File: config.mk
export PLATFORM = sky130hd
export DESIGN_NAME = spi_controller
export DESIGN_NICKNAME = d
export VERILOG_FILES = /design/src/rtl/spi_controller.sv
export SDC_FILE = /design/constraint.sdc
export NUM_CORES = 1
export LEC_CHECK = 0
export CORE_ASPECT_RATIO = 0.6
export CORE_MARGIN = 2
export CORE_UTILIZATION = 45
export DETAILED_ROUTE_END_ITERATION = 6
export PLACE_DENSITY = 0.78
export SYNTH_ARGS = -nofsm -noshare
export SYNTH_HDL_FRONTEND = slang
export SYNTH_SLANG_ARGS = --single-unit
File: constraint.sdc
create_clock -name clk -period 5.37 [get_ports clk]
set_clock_uncertainty 0.2 [all_clocks]
set_input_delay 0.537 -clock clk [delete_from_list [all_inputs] [get_ports clk]]
set_output_delay 0.537 -clock clk [all_outputs]
set_load 0.01 [all_outputs]
File: src/rtl/spi_controller.sv
// spi_controller: SPI initiator, mode 0, MSB first, 8-bit bytes, two active-low chip enables.
// Latency: first SCLK rise CLK_DIV cycles after an IDLE accept; rx_valid 17*CLK_DIV (IDLE) or
//          16*CLK_DIV (WAIT) cycles after accept.
// Backpressure: tx_ready only in IDLE and WAIT; a byte is taken on tx_valid && tx_ready.
//
// Ports:
//   clk, rst_n                  system clock, synchronous active-low reset
//   tx_data/tx_cs/tx_last       byte to send, target select (IDLE only), release CE after byte
//   tx_valid/tx_ready           per-byte handshake
//   rx_data/rx_valid            captured byte and its one-cycle update pulse
//   busy                        any CE asserted or a transfer/gap in progress
//   SPI_SCLK/MOSI/MISO/CE0/CE1  serial pins (CEs active-low, SCLK idles low)
module spi_controller #(
  parameter int CLK_DIV = 24
) (
  input  logic       clk,
  input  logic       rst_n,
  input  logic [7:0] tx_data,
  input  logic       tx_cs,
  input  logic       tx_last,
  input  logic       tx_valid,
  output logic       tx_ready,
  output logic [7:0] rx_data,
  output logic       rx_valid,
  output logic       busy,
  output logic       SPI_SCLK,
  output logic       SPI_MOSI,
  input  logic       SPI_MISO,
  output logic       SPI_CE0,
  output logic       SPI_CE1
);

  typedef enum logic [2:0] {
    ST_IDLE,
    ST_SETUP,
    ST_HIGH,
    ST_LOW,
    ST_WAIT,
    ST_HOLD,
    ST_GAP
  } state_t;

  localparam logic [7:0] PH_LAST = 8'(CLK_DIV - 1);

  state_t     state;
  logic [7:0] phase;
  logic [2:0] bit_cnt;    // completed bits of the current byte
  logic [6:0] tx_shift;   // bits still to send after the one on MOSI
  logic [7:0] rx_shift;
  logic       last_q;
  logic       phase_last;

  assign phase_last = (phase == PH_LAST);
  assign tx_ready   = (state == ST_IDLE) || (state == ST_WAIT);
  assign busy       = (state != ST_IDLE);

  always_ff @(posedge clk) begin
    if (!rst_n) begin
      state    <= ST_IDLE;
      phase    <= 8'd0;
      bit_cnt  <= 3'd0;
      tx_shift <= 7'd0;
      rx_shift <= 8'd0;
      last_q   <= 1'b0;
      rx_data  <= 8'd0;
      rx_valid <= 1'b0;
      SPI_SCLK <= 1'b0;
      SPI_MOSI <= 1'b0;
      SPI_CE0  <= 1'b1;
      SPI_CE1  <= 1'b1;
    end else begin
      rx_valid <= 1'b0;
      case (state)
        ST_IDLE: begin
          if (tx_valid) begin
            tx_shift <= tx_data[6:0];
            SPI_MOSI <= tx_data[7];
            last_q   <= tx_last;
            SPI_CE0  <= tx_cs;
            SPI_CE1  <= ~tx_cs;
            phase    <= 8'd0;
            bit_cnt  <= 3'd0;
            state    <= ST_SETUP;
          end
        end
        ST_SETUP: begin
          if (phase_last) begin
            phase    <= 8'd0;
            SPI_SCLK <= 1'b1;
            state    <= ST_HIGH;
          end else begin
            phase <= phase + 8'd1;
          end
        end
        ST_HIGH: begin
          if (phase_last) begin
            phase    <= 8'd0;
            SPI_SCLK <= 1'b0;
            // Sample at the very end of the high phase to give a slow peripheral maximum setup.
            rx_shift <= {rx_shift[6:0], SPI_MISO};
            // MOSI advances on the falling edge; after bit 0 it simply holds.
            if (bit_cnt != 3'd7) begin
              SPI_MOSI <= tx_shift[6];
              tx_shift <= {tx_shift[5:0], 1'b0};
            end
            state <= ST_LOW;
          end else begin
            phase <= phase + 8'd1;
          end
        end
        ST_LOW: begin
          if (phase_last) begin
            phase   <= 8'd0;
            bit_cnt <= bit_cnt + 3'd1;   // wraps to 0 after the 8th bit
            if (bit_cnt == 3'd7) begin
              rx_data  <= rx_shift;
              rx_valid <= 1'b1;
              state    <= last_q ? ST_HOLD : ST_WAIT;
            end else begin
              SPI_SCLK <= 1'b1;
              state    <= ST_HIGH;
            end
          end else begin
            phase <= phase + 8'd1;
          end
        end
        ST_WAIT: begin
          // Chip select stays as latched from IDLE; tx_cs is ignored here.
          if (tx_valid) begin
            tx_shift <= tx_data[6:0];
            SPI_MOSI <= tx_data[7];
            last_q   <= tx_last;
            phase    <= 8'd0;
            bit_cnt  <= 3'd0;
            SPI_SCLK <= 1'b1;
            state    <= ST_HIGH;
          end
        end
        ST_HOLD: begin
          if (phase_last) begin
            phase   <= 8'd0;
            SPI_CE0 <= 1'b1;
            SPI_CE1 <= 1'b1;
            state   <= ST_GAP;
          end else begin
            phase <= phase + 8'd1;
          end
        end
        ST_GAP: begin
          if (phase_last) begin
            phase <= 8'd0;
            state <= ST_IDLE;
          end else begin
            phase <= phase + 8'd1;
          end
        end
        default: begin
          state <= ST_IDLE;
        end
      endcase
    end
  end

endmodule

==> flow_metrics.env, run 1 <==
export IMPL_syn_inst=226
export IMPL_synth_most_common_cell="dfxtp_1"
export IMPL_synthesis_nets=244
export IMPL_cpMaxStageDelayCell="nor2_2"
export IMPL_drv_slew=0
export IMPL_hold_viol_final=0
export IMPL_post_drt_wl_per_cell_um=13.5
export IMPL_track_usage_pct=17.1
export IMPL_cp_num_buf_inv=1
export IMPL_antenna_found_initial=0
export IMPL_hold_path_class="reg -> reg"
export IMPL_post_cts_repair_setup_buffers=0
export IMPL_nFillCells=396
export IMPL_dr_pass1_iters=4
export IMPL_powerDensity_nw_per_um2=282
export IMPL_die_height_um=56.4
export IMPL_finalCritPeriodShare_pct=54.8
export IMPL_rsz0062_at_grt="false"
export IMPL_route_layer_met1_wl_um=2110
export IMPL_crit_path_end_kind="output port"
export IMPL_drc_errors=0
export IMPL_worst_slew_pin_slew_ps=847
export IMPL_ys_ff_latch=43
export IMPL_synthTopCellsByArea="dfxtp_1 (42%), mux2i_1 (13%), nand2_1 (6.0%), o311a_1 (3.9%), o21ai_0 (3.6%)"
export IMPL_worstPathRequired_ps=4630
export IMPL_clk_pin_slew_ps=90
export IMPL_postRouteAntennaNets=0
export IMPL_h_tree_depth=2
export IMPL_cts_sinks=43
export IMPL_cts_resized_gates=0
export IMPL_die_w_um=91.3
export IMPL_pin_count=29
export IMPL_fp_coreArea_um2=4490
export IMPL_drtIter0Drc=95
export IMPL_gp_congestion=0.819
export IMPL_cap_violations=0
export IMPL_synth_top_area_share_pct=41.8
export IMPL_fin_setup_tns_ps=0
export IMPL_insertion_delay_ps=300
export IMPL_synth_area_um2=2060
export IMPL_row_count=19
export IMPL_areaGrowthSynthToFinish_pct=18.1
export IMPL_postCtsHoldBufs=0
export IMPL_synth_edf_count=0
export IMPL_post_dp_hpwl_um=2920
export IMPL_ys_async_sr_fraction_pct=0
export IMPL_finalSetupViolations=0
export IMPL_drive_gt1_share_pct=6.94
export IMPL_worstPathArrival_ps=2210
export IMPL_period_minus_slack_ps=2940
export IMPL_synth_distinct_cells=46
export IMPL_maxSlewHeadroom_pct=43.4
export IMPL_ir_worst_vdd_uv=109
export IMPL_totalWireLength_um=4170
export IMPL_synth_area_leader_cell="dfxtp_1"
export IMPL_dr_wl_met2_um=1670
export IMPL_critPathMaxFanout=18
export IMPL_path_delay_family="simple AND/OR/NAND/NOR gates"
export IMPL_fin_area_um2=2430
export IMPL_place_port_buffers=28
export IMPL_die_area_um2=5150
export IMPL_hold_ws_ps=261
export IMPL_yosys_warnings=0
export IMPL_cp_cell_sequence="nor2_2, clkdlybuf4s50_1"
export IMPL_crit_type="reg -> out"
export IMPL_floorplan_initialDensity_pct=45.8
export IMPL_p_leak_nw=0.891
export IMPL_grt_max_degree=27
export IMPL_slowest_delay_ps=740
export IMPL_worst_setup_path_start_kind="flip-flop"
export IMPL_syn_area_per_cell_um2=9.11
export IMPL_grt_pass1_wl_um=6920
export IMPL_fmax_mhz=340
export IMPL_routed_wl_met3_um=347
export IMPL_fin_nets=262
export IMPL_via_per_inst=5.62
export IMPL_cts_tree="yes"
export IMPL_status="finished clean"
export IMPL_total_power_uw=685
export IMPL_yosys_top_cells_count="dfxtp_1 (43), nand2_1 (33), mux2i_1 (26)"
export IMPL_cts_buffers=5
export IMPL_cts_root_buf="clkbuf_8"
export IMPL_cts_buffer_depth=2
export IMPL_place_area_um2=2340
export IMPL_top_layer_used="met4"
export IMPL_antennaDiodeCount=0
export IMPL_via_count=1730
export IMPL_grt_overflow=0
export IMPL_yosysSeqAreaShare_pct=41.8
export IMPL_grt_pass1_vias=1436
export IMPL_synth_ff_type="dfxtp_1"
==> logic make-up after synthesis <==
family	count (synthesis)	share of synthesized area, %
and+or+nand+nor	81	21.3
AOI/OAI and AO/OA	49	16.6
DFF	43	41.8
muxes	26	12.6
buffers and inverters	23	5.29
adders and majority gates	4	2.43
==> per-stage QoR <==
stage / utilization (%) / setup WS, ps / cells
4_1_cts: 54.1 / 2430 / 308
6_report: 54.1 / 2430 / 308
3_5_place_dp: 52.1 / 2740 / 300
2_1_floorplan: - / 3510 / 226
5_1_grt: 54.1 / 2290 / 308
3_3_place_gp: 52.1 / 2780 / 300
==> state kept, by name, indices dropped and copies added, names as in the netlist, 3 cells and up <==
name	flops
tx_shift	7
state	3
rx_data	8
rx_shift	8
phase	8
bit_cnt	3
==> layout by cell type, fill, tap and decap left out, types with 4 or more instances in the layout <==
master / n
nand3_1: 10
clkbuf_8: 5
clkdlybuf4s50_1: 28
o211ai_1: 4
nor2_1: 7
nor3_1: 4
nand2_1: 33
and3_1: 4
ha_1: 4
mux2i_1: 26
dfxtp_1: 43
a21oi_1: 6
o21ai_0: 15
o311a_1: 8
==> area by class of cell <==
type	count	area (um^2)	area share (%)
Tap cell	63	78.8	3.24
Sequential cell	43	861	35.4
Inverter	4	15.0	0.617
Clock buffer	5	68.8	2.83
Clock inverter	3	23.8	0.977
Timing Repair Buffer	30	295	12.1
Multi-Input combinational cell	160	1090	44.8
==> tightest hold or removal path, cell delays in order (launching register included) <==
cell	delay, ps
dfxtp_1	320
nand2_1	50
mux2i_1	50
==> worst paths after layout <==
| kind | startpoint | to | slack [ps] | depth (start not counted) |
|---|---|---|---|---|
| max | state[0]$_SDFFE_PN0P_ | tx_ready | 2430 | 2 |
| min | rx_data[7]$_SDFFE_PN0P_ | rx_data[7]$_SDFFE_PN0P_ | 260 | 2 |
| max reg2reg | state[0]$_SDFFE_PN0P_ | tx_shift[5]$_SDFFE_PN0P_ | 2970 | 4 |
| min reg2reg | rx_data[7]$_SDFFE_PN0P_ | rx_data[7]$_SDFFE_PN0P_ | 260 | 2 |
==> routing by layer <==
layer | track usage (%) | up-vias
met5 | 0 | -
met4 | 5.19 | 0
met3 | 6.04 | 4
met2 | 22.5 | 58
met1 | 25.7 | 801
li1 | - | 867
==> power breakdown <==
group          internal, mW  leakage (nW)  switching (mW)
Sequential            0.334         0.349          0.0172
Clock                0.0929        0.0408           0.116
Combinational        0.0579         0.501          0.0665
No activity file was read; power rests on OpenSTA's default activity.
==> run 2: changes to the inputs <==
Clock period 5.37 ns to 2.8 ns, I/O delays scaled along.
==> run 2 against run 1 <==
Net effect:
- sequential share of layout area shrank 0.16 points
- critical path depth is the same
- global-route usage up 2.1 points
- via count up 0.92%
- routed wire length is 8.8% higher
- clock power rose by 93%
- count of clock-buffer cells in the layout unchanged
- core utilization rose by 0.25 points
- total power rose by 95%
- non-clock buffer count rose by 2
- critical path type unchanged
- largest cell class unchanged
- largest power group unchanged
==> flow_metrics.env, run 2 (synthesis results as in run 1) <==
export IMPL_status="finished clean"
export IMPL_worstPathRequired_ps=2320
export IMPL_cts_sinks=43
export IMPL_cts_root_buf="clkbuf_8"
export IMPL_p_leak_nw=0.900
export IMPL_powerDensity_nw_per_um2=545
export IMPL_fin_cells=310
export IMPL_finish_utilization_pct=54.4
export IMPL_timing_rr_start="state[0]$_SDFFE_PN0P_"
export IMPL_via_per_inst=5.63
export IMPL_post_drt_wl_per_cell_um=14.6
export IMPL_clk_pin_slew_ps=90
export IMPL_critical_path_startpoint="state[0]$_SDFFE_PN0P_"
export IMPL_drive_gt1_share_pct=7.69
export IMPL_finalCritPeriodShare_pct=88.8
export IMPL_insertion_delay_ps=300
export IMPL_hold_ws_ps=262
export IMPL_hold_viol_final=0
export IMPL_post_dp_hpwl_um=3150
export IMPL_cts_resized_gates=0
export IMPL_via_count=1746
export IMPL_final_common_cell="dfxtp_1"
export IMPL_crit_type="reg -> out"
export IMPL_grt_overflow=0
export IMPL_areaGrowthSynthToFinish_pct=18.7
export IMPL_track_usage_pct=19.2
export IMPL_total_power_mw=1.33
export IMPL_fin_setup_tns_ps=0
export IMPL_rsz0062_at_grt="false"
export IMPL_die_height_um=56.4
export IMPL_grt_pass1_wl_um=7770
export IMPL_worstPathArrival_ps=2010
export IMPL_drv_slew=0
export IMPL_antenna_found_initial=0
export IMPL_worst_slew_pin_slew_ps=603
export IMPL_dr_pass1_iters=5
export IMPL_period_minus_slack_ps=2490
export IMPL_fin_nets=264
export IMPL_drtIter0Drc=183
export IMPL_maxSlewHeadroom_pct=59.7
export IMPL_fin_ws_ps=314
export IMPL_r2r_slack_ps=560
export IMPL_rr_endpoint="tx_shift[6]$_SDFFE_PN0P_"
export IMPL_dp_worst_setup_slack_ps=583
export IMPL_nFillCells=413
export IMPL_place_port_buffers=28
export IMPL_floorplan_initialDensity_pct=45.8
export IMPL_fp_coreArea_um2=4490
export IMPL_worst_setup_path_start_kind="flip-flop"
export IMPL_finalSetupViolations=0
export IMPL_hold_path_class="reg -> reg"
export IMPL_die_area_um2=5150
export IMPL_totalWireLength_um=4530
export IMPL_postRouteAntennaNets=0
export IMPL_top_regs="phase (8), rx_data (8), rx_shift (8)"
export IMPL_ir_worst_vdd_uv=260
export IMPL_grt_max_degree=36
export IMPL_mostFrequentLayoutCells="dfxtp_1 (43), nand2_1 (33), clkdlybuf4s50_1 (28), mux2i_1 (26), o21ai_0 (15)"
export IMPL_antennaDiodeCount=0
export IMPL_fin_area_um2=2440
export IMPL_h_tree_depth=2
export IMPL_endpoint="tx_ready"
export IMPL_fmax_mhz=402
export IMPL_dp_cells=302
export IMPL_gp_congestion=0.846
export IMPL_cts_tree="yes"
export IMPL_ff2ff_path_depth=4
export IMPL_crit_path_end_kind="output port"
export IMPL_drc_errors=0
export IMPL_cap_violations=0
export IMPL_post_cts_repair_setup_buffers=0
export IMPL_grt_pass1_vias=1604
export IMPL_cts_buffers=5
export IMPL_die_w_um=91.3
export IMPL_critPathMaxFanout=18
export IMPL_place_area_um2=2350
export IMPL_postCtsHoldBufs=0
export IMPL_pin_count=29
export IMPL_row_count=19
export IMPL_cts_buffer_depth=2
## run 2: critical path, cell delays in order (launching register included)
cell and delay [ps]:
dfxtp_1 480, nor2_2 570, clkdlybuf4s50_1 650
## run 2: worst min-delay path by stage
stage               depth (start not counted)                    start                       to
floorplan                                   2                  tx_last      last_q$_SDFFE_PN0P_
global placement                            2  rx_data[5]$_SDFFE_PN0P_  rx_data[5]$_SDFFE_PN0P_
detailed placement                          2  rx_data[2]$_SDFFE_PN0P_  rx_data[2]$_SDFFE_PN0P_
CTS                                         2  rx_data[2]$_SDFFE_PN0P_  rx_data[2]$_SDFFE_PN0P_
global route                                2  rx_data[5]$_SDFFE_PN0P_  rx_data[5]$_SDFFE_PN0P_
finish                                      2  rx_data[6]$_SDFFE_PN0P_  rx_data[6]$_SDFFE_PN0P_
## run 2: where the power goes
part / leakage [nW] / total (mW) / internal [mW] / switching (mW)
Sequential: 0.349 / 0.675 / 0.641 / 0.0339
Clock: 0.0402 / 0.404 / 0.174 / 0.231
Combinational: 0.511 / 0.253 / 0.119 / 0.134
## run 2: final cells by class
type	instances	area, um^2	area share (%)
Clock inverter	3	20.0	0.819
Sequential cell	43	861	35.2
Timing Repair Buffer	32	310	12.7
Inverter	4	15.0	0.614
Tap cell	63	78.8	3.23
Clock buffer	5	68.8	2.82
Multi-Input combinational cell	160	1090	44.6
## run 2: layer usage
| layer | GRT usage, % | vias to the layer above | share of wire, % |
|---|---|---|---|
| li1 | - | 866 | - |
| met1 | 27.1 | 803 | 50 |
| met2 | 28.5 | 71 | 41 |
| met3 | 5.37 | 6 | 7.0 |
| met4 | 5.84 | 0 | 1.2 |
| met5 | 0 | - | 0 |
==> edit 1: new RTL, config.mk and constraints of run 2 <==
The 7 states of `state_t` get a one-hot encoding in 7 bits.
--- a/src/rtl/spi_controller.sv
+++ b/src/rtl/spi_controller.sv
@@ -30,14 +30,14 @@
   output logic       SPI_CE1
 );
 
-  typedef enum logic [2:0] {
-    ST_IDLE,
-    ST_SETUP,
-    ST_HIGH,
-    ST_LOW,
-    ST_WAIT,
-    ST_HOLD,
-    ST_GAP
+  typedef enum logic [6:0] {
+    ST_IDLE  = 7'b0000001,
+    ST_SETUP = 7'b0000010,
+    ST_HIGH  = 7'b0000100,
+    ST_LOW   = 7'b0001000,
+    ST_WAIT  = 7'b0010000,
+    ST_HOLD  = 7'b0100000,
+    ST_GAP   = 7'b1000000
   } state_t;
 
   localparam logic [7:0] PH_LAST = 8'(CLK_DIV - 1);
Formal check against the unedited RTL: no difference found for any inputs over 10 cycles, from zero or initial values and one cycle with rst_n low; not proved beyond that.
==> edit 1 against run 2 <==
Sequential cell count up 4. Synthesized cell count rose by 6.6%. Power up 22%. Largest cell class unchanged. Cell area grew 6.6%. Non-clock buffer count is the same. Critical path depth grew 4. Worst setup slack better by 0.020 ns. Synthesized area up 6.3%. Via count increased by 5.4%. Clock power is 9.2% higher. Wire length increased by 2.6%. First-iteration DRC count decreased by 21%. Global-route usage decreased by 0.87 points.
==> edit 1: results (changes against run 2) <==
| Metric | Value |
|---|---|
| Crit Reg-Reg Startpoint | `state[4]` |
| Max Fanout on Critical Path | `7 (-11)` |
| Cells after Synth | `241 (+6.6%)` |
| Maximum vdd drop | `0.3999 mV (+54%)` |
| Hold WC Path Type | `flip-flop to flip-flop` |
| Area after DPL | `2510 um2 (+6.6%)` |
| Seq/Total Area, Yosys | `43.00% (+1.2 points)` |
| Gp weighted congestion | `0.8984 (+6.2%)` |
| Mapped Nets | `258 (+5.7%)` |
| Status | `finished clean` |
| Most instantiated cells after synthesis | `47 x dfxtp_1, 29 x nor2_1, 25 x mux2i_1` |
| TritonRoute pass-1 iters | `4 (-1)` |
| Worst Min Path Start | `SPI_SCLK` |
| Post-synthesis cell type count | `44 (-4.3%)` |
| Layout Cells excl Fill | `331 (+6.8%)` |
| WHS | `0.2714 ns (+0.008955 ns)` |
| GRT Overall Usage | `18.28% (-0.87 points)` |
| Share of post-route cells with drive strength above 1 | `8.955% (+1.3 points)` |
| Drt initial violations | `145 (-21%)` |
| Critical Path AT | `1.99 ns (-0.02 ns)` |
| Number of global-route vias before repair | `1657 (+3.3%)` |
| Slowest cell delay on critical path | `0.52 ns (-0.13 ns)` |
| End of the worst hold path | `SPI_SCLK` |
| Placed Cells | `323 (+7.0%)` |
| DR vias | `1840 (+5.4%)` |
| Dominant cells by area after synthesis | `dfxtp_1 43%, mux2i_1 11%, nor2_1 5.0%, nand3_1 3.0%, nand2_1 2.6%` |
| XOR/XNOR share of the synthesized area | `2.401% (+2.4 points)` |
| Multiplexer share of the synthesized area | `11.44% (-1.2 points)` |
| Post-synthesis compound-gate area fraction | `14.87% (-1.7 points)` |
| First-pass GRT wire length | `7.783 mm (+0.18%)` |
| Adder-cell share of the synthesized area | `1.715% (-0.71 points)` |
| Worst-case reg-to-reg path depth | `5 (+1)` |
| R2R Path End | `tx_shift[1]` |
| Leak | `1.018 nW (+13%)` |
| Largest net degree at the start of global routing | `26 (-28%)` |
| Total wire length | `4.653 mm (+2.6%)` |
[edit 1: cell count changes after synthesis, moves of 4 or more]
cell / run 2 / this run
a21oi_1: 6 / 11
and3_1: 4 / 8
buf_2: 9 / 3
dfxtp_1: 43 / 47
nand2_1: 33 / 15
nor2_1: 7 / 29
o21ai_0: 15 / 10
o311a_1: 8 / 0
xor2_1: 0 / 6
[edit 1: tightest hold or removal path, delay by kind of cell (launching register included)]
family / cells / cell delay, ns
DFF: 1 / 0.33
buffers and inverters: 1 / 0.05
AOI/OAI and AO/OA: 1 / 0.05
[edit 1: per-layer routing]
| metal | global-route usage (%) | part of all wire (%) | vias up |
|---|---|---|---|
| met5 | 0 | 0 | - |
| met4 | 5.590 | 1.1 | 0 |
| li1 | - | - | 920 |
| met2 | 25.61 | 41 | 48 |
| met1 | 27.49 | 51 | 867 |
| met3 | 4.811 | 7.1 | 5 |
[edit 1: layout make-up]
cell class	instances	area (um2)
clock inverters	3	25.02
inverters	6	22.52
multi-input cells	175	1157
well taps	63	78.83
repair buffers	32	310.3
flip-flops and latches	47	940.9
clock buffers	5	68.82
fillers	415	2032
[edit 1: how the worst max path moves through the flow]
stage	start	endpoint	slack, ns	depth (start not counted)
after floorplan	state[4]	tx_shift[0]	0.60	6
after global placement	state[4]	tx_shift[2]	0.42	5
after detailed placement	state[4]	tx_shift[4]	0.38	5
after CTS	state[1]	tx_ready	0.34	6
after global routing	state[4]	tx_shift[2]	0.23	5
final	state[1]	tx_ready	0.33	6
[edit 1: power breakdown]
group / internal (W) / switching, W
Combinational: 0.000195 / 0.000226
Clock: 0.000182 / 0.000259
Sequential: 0.000715 / 0.0000436
[edit 1: cell families (layout without fill, tap and decap cells)]
kind of cell    count (synthesis)  in the layout
compound gates                 49             49
xor+xnor                        6              6
fa+ha+maj                       3              3
buf+inv                        19             46
flops                          47             47
mux                            25             25
simple gates                   92             92
[edit 1: stage by stage]
| step | total power, W | setup slack, ns |
|---|---|---|
| 2_1_floorplan | 0.001060 | 0.6045 |
| 3_3_place_gp | 0.001190 | 0.4210 |
| 3_5_place_dp | 0.001193 | 0.3800 |
| 4_1_cts | 0.001632 | 0.3448 |
| 5_1_grt | 0.001703 | 0.2259 |
| 6_report | 0.001621 | 0.3339 |
==> edit 2: new RTL, config.mk and constraints of run 2 <==
Without the edit above. Change the parameter `CLK_DIV` from 24 to 12.
--- a/src/rtl/spi_controller.sv
+++ b/src/rtl/spi_controller.sv
@@ -11,7 +11,7 @@
 //   busy                        any CE asserted or a transfer/gap in progress
 //   SPI_SCLK/MOSI/MISO/CE0/CE1  serial pins (CEs active-low, SCLK idles low)
 module spi_controller #(
-  parameter int CLK_DIV = 24
+  parameter int CLK_DIV = 12
 ) (
   input  logic       clk,
   input  logic       rst_n,
Behaviour: no difference found for any inputs over 10 cycles, from zero or initial values and one cycle with rst_n low; that may be too few to reach the edited logic, so the function may still have changed.
==> edit 2 against run 2 <==
Worst setup slack improved by 0.036 ns. Synthesized area decreased by 0.43%. Wire length increased by 0.79%. Cell area decreased by 0.46%. Sequential cell count unchanged. Fmax increased by 1.5%. Die area decreased by 0.40%. Critical path type unchanged.
Power is not compared: it rests on default switching activity, and its combinational part moved more than twofold at a synthesized area within 25%.
==> edit 2: results (changes against run 2) <==
| Metric | Value |
|---|---|
| Maximum vdd drop | `approximately 0.32 mV` |
| Most instantiated cells after synthesis | `43 x dfxtp_1, 24 x mux2i_1, 23 x nor2_1` |
| TritonRoute pass-1 iters | `5 (unchanged)` |
| Vias per inst | `5.723 (+1.6%)` |
| I/O Buffers | `28 (unchanged)` |
| Final nets | `264 (unchanged)` |
| CTS H-tree lvls | `2 (unchanged)` |
| Worst-case reg-to-reg path depth | `5 (+1)` |
| Dominant cells by area after synthesis | `dfxtp_1 42%, mux2i_1 12%, nor2_1 4.2%, o311a_1 3.4%, nand3_1 3.2%` |
| HPWL Detailed | `3.317 mm (+5.3%)` |
| Gp weighted congestion | `0.8293 (-2.0%)` |
| Layout Cells excl Fill | `307 (-0.97%)` |
| M1 GR Usage | `27.40% (+0.33 points)` |
| Number of global-route vias before repair | `1579 (-1.6%)` |
| Area after DPL | `2333 um2 (-0.90%)` |
| Total wire length | `4.570 mm (+0.79%)` |
| WHS | `0.2835 ns (+0.02110 ns)` |
| Share of post-route cells with drive strength above 1 | `6.478% (-1.2 points)` |
| Status | `finished clean` |
| Predominant post-synthesis flop cell | `dfxtp_1` |
| Leak | `just over 1 nW` |
| Slowest cell on crit path | `clkdlybuf4s50_1` |
| Max Fanout on Critical Path | `15 (-3)` |
| First-pass GRT wire length | `7.507 mm (-3.4%)` |
| MaxCap Viol Count | `0 (unchanged)` |
| Inserted Diodes | `0 (unchanged)` |
| M2 GR Usage | `24.55% (-3.9 points)` |
| End of the worst hold path | `tx_shift[0]` |
| Reg-to-reg slack, setup | `0.48 ns (-0.08 ns)` |
| Post-synthesis cell type count | `49 (+6.5%)` |
| Placed Cells | `299 (-0.99%)` |
| Largest net degree at the start of global routing | `20 (-44%)` |
| Mapped Nets | `241 (-1.2%)` |
| Slowest cell delay on critical path | `0.59 ns (-0.06 ns)` |
| R2R Path End | `tx_shift[4]` |
| Clk root buf | `clkbuf_8` |
| Wl on met1 | `2.329 mm (+1.8%)` |
| GRT met3 Usage | `6.711% (+1.3 points)` |
| Critical Path AT | `1.97 ns (-0.04 ns)` |
| Slew margin rel. | `59.77% (about the same)` |
| Drt initial violations | `203 (+11%)` |
| Cts repair resizes | `0 (unchanged)` |
| Crit path max-delay family | `buffers and inverters` |
| Seq pwr | `about 0.00064 W` |
| Tot Pwr | `0.001190 W` |
| Cells after Synth | `223 (-1.3%)` |
| Pre-CTS setup slack | `0.4936 ns (-0.08940 ns)` |
| GRT Overall Usage | `18.34% (-0.81 points)` |
| Worst Min Path Start | `tx_shift[0]` |
| Seq/Total Area, Yosys | `41.98% (+0.18 points)` |
| Num CTS Buffers | `5 (unchanged)` |
| Met2 Routed Length | `1.804 mm (-3.8%)` |
| Synth async-reset ratio | `0% (unchanged)` |
| Multi-input logic area | `1087 um2 (-0.23%)` |
| Filler cells | `383 (-7.3%)` |
| Routed wl met3 | `392 um (+24%)` |
edit 2: cell type report:
type | count | share of cell area, %
Multi-Input combinational cell | 162 | 44.70
Sequential cell | 43 | 35.39
Timing Repair Buffer | 30 | 12.14
Clock buffer | 6 | 3.395
Tap cell | 60 | 3.086
Clock inverter | 2 | 0.6687
Inverter | 4 | 0.6173
edit 2: logic make-up (layout without fill, tap and decap cells):
kind of cell	Yosys count	after routing	synth area share, %
compound gates	52	52	17.51
mux	24	24	11.71
buf+inv	18	42	5.003
flops	43	43	41.98
fa+ha+maj	4	4	2.441
simple gates	82	82	21.35
edit 2: how the worst max path moves through the flow:
stage / cells after the start / endpoint / slack (ns)
final: 3 / tx_ready / 0.35
after CTS: 3 / tx_ready / 0.36
after detailed placement: 5 / tx_shift[4] / 0.49
after floorplan: 6 / tx_shift[1] / 0.92
after global placement: 5 / tx_shift[5] / 0.59
after global routing: 3 / tx_ready / 0.24
